### src/rtl/reg_file_sb.sv
// Register file with two combinational read ports, one write port, optional R0/bypass,
// a per-register pending scoreboard and a sequential bulk-clear engine.
module reg_file_sb #(
  parameter int unsigned WIDTH    = 16,
  parameter int unsigned ADDR_W   = 3,
  parameter int unsigned ZERO_REG = 1,
  parameter int unsigned BYPASS   = 1
) (
  input  logic              Clock,
  input  logic              Reset,
  input  logic              We,
  input  logic [ADDR_W-1:0] Rw,
  input  logic [WIDTH-1:0]  WData,
  input  logic [ADDR_W-1:0] Rs1,
  input  logic [ADDR_W-1:0] Rs2,
  output logic [WIDTH-1:0]  Rd1,
  output logic [WIDTH-1:0]  Rd2,
  input  logic              Lock,
  input  logic [ADDR_W-1:0] LockAddr,
  output logic              Pend1,
  output logic              Pend2,
  input  logic              Clear,
  output logic              Busy,
  output logic              Done
);

  localparam int unsigned DEPTH = 2**ADDR_W;
  localparam logic ZR = (ZERO_REG != 0);
  localparam logic BP = (BYPASS != 0);

  typedef enum logic [1:0] {S_IDLE, S_CLEAR, S_DONE} state_e;

  state_e            state_q, state_d;
  logic [ADDR_W-1:0] ptr_q, ptr_d;
  logic [WIDTH-1:0]  regs_q [DEPTH];
  logic [DEPTH-1:0]  pend_q;

  logic busy, wr_acc, lock_acc;
  logic zero1, zero2, hit1, hit2;

  always_comb begin
    state_d = state_q;
    ptr_d   = ptr_q;
    case (state_q)
      S_IDLE: begin
        if (Clear) begin
          state_d = S_CLEAR;
          ptr_d   = '0;
        end
      end
      S_CLEAR: begin
        // ptr wraps to 0 on the exit cycle, leaving it ready for the next clear
        ptr_d = ptr_q + ADDR_W'(1);
        if (&ptr_q) state_d = S_DONE;
      end
      S_DONE:  state_d = S_IDLE;
      default: state_d = S_IDLE;
    endcase
  end

  assign busy     = (state_q == S_CLEAR);
  assign Busy     = busy;
  assign Done     = (state_q == S_DONE);

  assign wr_acc   = We   & ~busy & ~(ZR & (Rw == '0));
  assign lock_acc = Lock & ~busy & ~(ZR & (LockAddr == '0));

  assign zero1 = ZR & (Rs1 == '0);
  assign zero2 = ZR & (Rs2 == '0);
  assign hit1  = BP & wr_acc & (Rw == Rs1);
  assign hit2  = BP & wr_acc & (Rw == Rs2);

  assign Rd1   = zero1 ? '0 : (hit1 ? WData : regs_q[Rs1]);
  assign Rd2   = zero2 ? '0 : (hit2 ? WData : regs_q[Rs2]);
  assign Pend1 = ~zero1 & pend_q[Rs1] & ~hit1;
  assign Pend2 = ~zero2 & pend_q[Rs2] & ~hit2;

  always_ff @(posedge Clock) begin
    if (Reset) begin
      for (int unsigned i = 0; i < DEPTH; i++) regs_q[ADDR_W'(i)] <= '0;
      pend_q  <= '0;
      state_q <= S_IDLE;
      ptr_q   <= '0;
    end else begin
      state_q <= state_d;
      ptr_q   <= ptr_d;
      if (busy) begin
        regs_q[ptr_q] <= '0;
        pend_q[ptr_q] <= 1'b0;
      end
      if (wr_acc) begin
        regs_q[Rw] <= WData;
        pend_q[Rw] <= 1'b0;
      end
      // later assignment makes Lock win over a same-address writeback
      if (lock_acc) pend_q[LockAddr] <= 1'b1;
    end
  end

endmodule

### config.mk
export PLATFORM = sky130hd
export DESIGN_NAME = reg_file_sb
export DESIGN_NICKNAME = d
export VERILOG_FILES = /design/src/rtl/reg_file_sb.sv
export SDC_FILE = /design/constraint.sdc
export NUM_CORES = 1
export LEC_CHECK = 0
export BUFFER_PORTS_ARGS = -buffer_cell sky130_fd_sc_hd__buf_2
export CAP_MARGIN = 0
export CORE_MARGIN = 5
export CORE_UTILIZATION = 55
export DETAILED_ROUTE_END_ITERATION = 6
export PLACE_DENSITY = 0.82
export SLEW_MARGIN = 20
export SYNTH_ARGS = -nofsm -noshare
export SYNTH_HDL_FRONTEND = slang
export SYNTH_SLANG_ARGS = --single-unit
export TNS_END_PERCENT = 10
### constraint.sdc
create_clock -name Clock -period 2 [get_ports Clock]
set_input_delay 0.3 -clock Clock [delete_from_list [all_inputs] [get_ports Clock]]
set_output_delay 0.3 -clock Clock [all_outputs]
set_load 0.05 [all_outputs]
; ---- Word-level counts from Yosys, hierarchy flattened
; Memories as Yosys holds them, arrays and structs flattened.
; Cells that the tools add are included.
[op_classes]
n_mux = 38
n_eq_ne = 6
reduce_logical = 14
bitwise_logic = 22
magnitude_cmp = 8
add_sub_neg = 1
[op_table]
columns = operator, count
row1 = two-way mux 16 bit, 6
row2 = two-way mux 8 bit, 5
row3 = OR reduction 16 bit, 2
row4 = "< comparator 3 x 4 -> 1 bit, second input constant", 5
row5 = AND 8 bit, 2
row6 = inverter 8 bit, 2
row7 = two-way mux 1 bit, 15
row8 = zero test 3 bit, 4
row9 = AND 1 bit, 10
row10 = demux 1 bit (select 3 bit), 3
row11 = ">= comparator 3 x 1 -> 1 bit, second input constant", 3
row12 = two-way mux 3 bit, 3
row13 = bitwise OR 8 bit, 1
row14 = inverter 1 bit, 7
row15 = binary-select mux 1 bit (select 3 bit), 2
row16 = equality test 3 bit, 2
row17 = one-hot mux 3 bit (2 select lines), 1
row18 = two-way mux 2 bit, 2
row19 = one-hot mux 2 bit (2 select lines), 1
row20 = AND reduction 2 bit, 2
row21 = "adder 3 x 1 -> 3 bit, second input constant", 1
row22 = logical AND 1 bit, 3
row23 = AND reduction 3 bit, 1
row24 = "equality test 2 x 1 -> 1 bit, second input constant", 1
row25 = 5 further kinds, 5
[word_totals]
mem_count = 1
mem_bits_rw = 128
input_bits = 33
register_bits = 13
word_cells = 93
output_inout_bits = 36
[memory_table]
columns = memory, words, word_bits, read_ports, rd_ports_with_merged_regs, write_ports, line_no
row1 = regs_q, 8, 16, 2, 0, 8, 35  ; logic [WIDTH-1:0] regs_q [DEPTH];

; ---- Depth between registers and ports, before layout
[logic_depth]
word_depth = 13
ltp_mapped = 8
ltp_nobuf = 5

; ---- Worst setup path after synthesis
; No wires, ideal clock.
[synth_path]
path_type = input to output
from = in Rw[2]
to = out Rd1[10]
path_buffers = 3
slack_ns = -0.389
stages = 7
arrival_time_ns = 2.089
required_time_ns = 1.700
path_cell_list = buf_2 xnor2_1 nand3_2 or2_1 buf_2 buf_4 a21oi_1
[synth_between]
elab_chain_cells = 6
elab_cells_between_ends = 7
cone_classes = eq/ne: 1 / mux: 2 / bitwise: 3 / reduce/logical: 1
[synth_lines]
columns = element, line_no
row1 = start: declaration, 12  ; input logic [ADDR_W-1:0] Rw,
row2 = zero test 3 bit, 65  ; assign wr_acc = We & ~busy & ~(ZR & (Rw == '0));
row3 = inverter 1 bit, 65
row4 = AND 1 bit, 65
row5 = AND 1 bit *, 70  ; assign hit1 = BP & wr_acc & (Rw == Rs1);
row6 = two-way mux 16 bit * (2 in a row), 73  ; assign Rd1 = zero1 ? '0 : (hit1 ? WData : regs_q[Rs1]);
row7 = end: declaration, 16  ; output logic [WIDTH-1:0] Rd1,
; Mark *: on every way between the ends. The rest lies on a longest branch, timed or not.

; ---- Final worst setup path
[layout_path]
from = reg state_q[1]
to = out Rd1[14]
[layout_between]
elab_chain_cells = 7
[layout_lines]
columns = element, line_no
row1 = start: declaration, 33  ; state_e state_q, state_d;
row2 = start signal: assignment, 85  ; state_q <= state_d;
row3 = equality test 2 x 1 -> 1 bit, 61  ; assign busy = (state_q == S_CLEAR);
row4 = inverter 1 bit, 65
row5 = AND 1 bit (2 in a row), 65
row6 = AND 1 bit, 70
row7 = two-way mux 16 bit (2 in a row), 73
; No other way between the ends.

==> metrics.md <==
| Metric | Value |
|---|---|
| DRC errors left | `0` |
| Stages on worst setup path | `7` |
| Tot Pwr | `8160 uW` |
| Post-synth EDFFs | `128` |
| Area of the core | `0.01442 mm2` |
| Startpoint Class | `register` |
| Fmax | `0.4425 GHz` |
| R2R cell count | `7` |
| Vias | `5,787` |
| Slew Viols, Final | `0` |
| Port Buffers | `68` |
| Critical R2R Launch | `state_q[1]$_SDFFE_PP0P_` |
| Status | `finished with violations` |
| Vias in the first global route | `6,204` |
| Initial DRT Pass Iterations | `5` |
| Commonest cells post-synth | `edfxtp_1 (128), and2_1 (112), mux4_2 (68), mux2i_1 (36), o31ai_1 (32)` |
| Reg2Reg Setup Slack | `40 ps` |
| Worst VDD drop | `0.5804 mV` |
| Die area | `0.01713 mm2` |
| Detail Route Antenna Nets | `0` |
| Critical Path Max Stage Delay | `320 ps` |
| Critical path type | `register to output port` |
| Clock latency on the worst-skew pair | `420 ps` |
| Seq/Total Area, Yosys | `51.07%` |
| Crit-path cells | `nand2b_4 -> o311ai_4 -> buf_6 -> or2_4 -> buf_16 -> a21oi_4 -> buf_12` |
| CTS tree | `yes` |
| Final wirelength | `23,250 um` |
| Root Buffer | `clkbuf_16` |
| PD cells | `780.9 mW/mm2` |
| CTS clk-pin slew, worst paths | `60 ps` |
| Worst EP arrival | `1960 ps` |
| Initial antenna violation count | `0` |
| CP required | `1700 ps` |
| DR WL/cell | `26.15 um` |
| CTS Buffer Depth | `2` |
| Final Critical Period | `2260 ps` |
| Drt initial violations | `571` |
| Crit path max fanout | `8` |
| R2R Path End | `regs_q[5][6]$_SDFFCE_PN0P_` |
| H-tree depth | `4` |
| Initial Util | `55.72%` |
| Inserted Diodes | `0` |
| Hold Fails Final Rpt | `0` |
| Worst Hold Endpoint | `pend_q[3]$_SDFF_PP0_` |
| Delay-heaviest family, CP | `buffers and inverters` |
| DP HPWL | `14,300 um` |
| Total clock buffers created by CTS | `17` |
| First-pass GRT wire length | `35,480 um` |
| Max Cap Viol | `0` |
| Top cells by area, synth | `edfxtp_1 (48%), mux4_2 (19%), and2_1 (8.7%), mux2i_1 (4.5%), dfxtp_1 (3.2%)` |
| Cells after Synth | `565` |
| Gpl congestion | `0.8840` |
| Final worst path period share | `113.0%` |
| Post-route setup slack | `-259.9 ps` |
| Pleak | `0.003984 uW` |
| Yosys top cell area share | `47.83%` |
| Hold Path Stages | `2` |
| TritonCTS sink count | `141` |
| Relative slew slack | `46.21%` |
| Min-Delay Path Class | `primary input to register` |
| Largest net degree at the start of global routing | `35` |
| IO Count | `69` |
| Cell with the most instances after synthesis | `edfxtp_1` |
| Total grt overflow | `0` |
| Warnings, synthesis | `0` |
| Syn avg cell area | `14.22 um2` |
| Die Wd | `130.9 um` |
| Bufs and invs on worst path | `3` |
| Worst slew pin tran | `804.3 ps` |
| Clock Skews | `11.79 ps` |
| Netlist Area Pre-Place | `0.008036 mm2` |
| Failing checks | `negative setup slack` |
| Total GRT Usage | `28.53%` |
| Row count | `44` |
| # fillers | `908` |
| Via-to-Cell Ratio | `6.510` |
| Final setup viols | `34` |
| Synth Flop Type | `edfxtp_1` |
| Endpoint class of the critical path | `output port` |
| Die Y | `130.9 um` |
| Origin of the worst min-delay path | `LockAddr[2]` |
| Layout cells sized above 1 | `43.83%` |
| Area leader, netlist | `edfxtp_1` |
| Synth Register Bits | `141` |
| Final Net Count | `727` |
| Dpl ws | `-188.8 ps` |
| Async SR Flop Fraction | `0%` |
| Critical path's slowest cell | `dfxtp_2` |
| Area Growth Syn to Fin | `30.02%` |
| Library cells used by synthesis | `48` |
| RSZ-0062 raised after global routing | `yes` |
-- metal layers --
layer	vias to the layer above	GRT usage [%]	part of all wire, %
met2	349	48.87	52
met3	51	6.748	9.4
met1	2931	35.82	36
li1	2456	-	-
met4	0	9.861	2.6
met5	-	0	0
-- report_power, final --
part / internal (uW) / switching, uW / leakage [uW]
logic: 760 / 1020 / 0.00229
registers: 3350 / 72.9 / 0.00143
clock network: 1820 / 1140 / 0.000265
-- area by class of cell --
type | count | area, um2 | area share [%]
clock buffer | 23 | 447.9 | 4.287
inverter | 7 | 26.28 | 0.2515
clock inverter | 9 | 95.09 | 0.9101
sequential | 141 | 4109 | 39.32
timing repair buffer | 140 | 1416 | 13.56
multi-input combinational | 385 | 4124 | 39.47
tap | 184 | 230.2 | 2.203
-- worst max path at each step --
| stage | from | endpoint | slack (ps) |
|---|---|---|---|
| after floorplan | state_q[1]$_SDFFE_PP0P_ | Rd2[0] | -270 |
| after global placement | Rs1[1] | Rd1[12] | -130 |
| after detailed placement | state_q[1]$_SDFFE_PP0P_ | regs_q[5][2]$_SDFFCE_PN0P_ | -190 |
| after CTS | state_q[1]$_SDFFE_PP0P_ | Rd1[14] | -260 |
| after global routing | state_q[1]$_SDFFE_PP0P_ | Rd1[14] | -300 |
| final | state_q[1]$_SDFFE_PP0P_ | Rd1[14] | -260 |
-- through the flow --
step           hold slack, ps  cells  setup TNS, ps  utilization [%]  area (um2)
2_1_floorplan           398.5    580         -13250                -        8199
3_3_place_gp            425.2    854          -7505            64.42        9291
3_5_place_dp            442.6    854         -13470            64.42        9291
4_1_cts                 102.8    887          -7095            71.40       10300
5_1_grt                 105.3    889          -8836            72.44       10450
6_report                110.0    889          -7213            72.44       10450
-- repair_timing --
item,4_1_cts,5_1_grt
hold buffers,0,0
resized for setup,113,30
setup endpoints to repair,123,146
setup buffers,0,2
cloned,1,0
pin swaps,2,6
-- worst register-to-register path: stages (launching register included) --
cell,delay (ps)
dfxtp_2,320
nand2b_4,140
buf_4,110
buf_4,100
buf_8,130
nand3_4,130
nor3_4,640
and2_1,250
-- flip-flops by register name, summed over array words and instances, names as in the netlist --
register / flops
regs_q: 128
pend_q: 8
ptr_q: 3
state_q: 2
-- cells in the final DEF, fill, tap and decap left out, drive strengths merged, types with 2 or more instances in the layout --
master,Yosys,routed
a211oi,3,3
a21o,8,8
a21oi,36,36
a22oi,2,2
and2,112,112
and3,2,2
buf,28,140
bufinv,0,2
clkbuf,19,23
clkinv,0,7
conb,1,16
dfxtp,13,13
edfxtp,128,128
ha,2,2
inv,7,7
mux2,2,2
mux2i,36,36
mux4,68,68
nand2,4,4
nand2b,5,5
nand3,4,4
nand4,3,3
nor2,17,17
nor2b,2,2
nor3,5,5
nor4,2,2
o22ai,2,2
o311ai,2,2
o31ai,32,32
o32ai,2,2
or2,2,2
or3,2,2
xnor2,6,6
-- kinds of logic (layout without fill, tap and decap cells) --
| family | Yosys count | after routing | share of synthesized area (%) |
|---|---|---|---|
| AND/OR/NAND/NOR | 163 | 163 | 12.44 |
| flip-flops | 141 | 141 | 51.07 |
| multiplexers | 106 | 106 | 23.82 |
| AO/OA/AOI/OAI | 92 | 92 | 8.252 |
| buffers and inverters | 54 | 179 | 3.410 |
| XOR/XNOR | 6 | 6 | 0.6539 |
| adder cells (fa/ha/maj) | 2 | 2 | 0.3113 |
| other | 1 | 16 | 0.04666 |
Power figures use the tool's default switching activity.
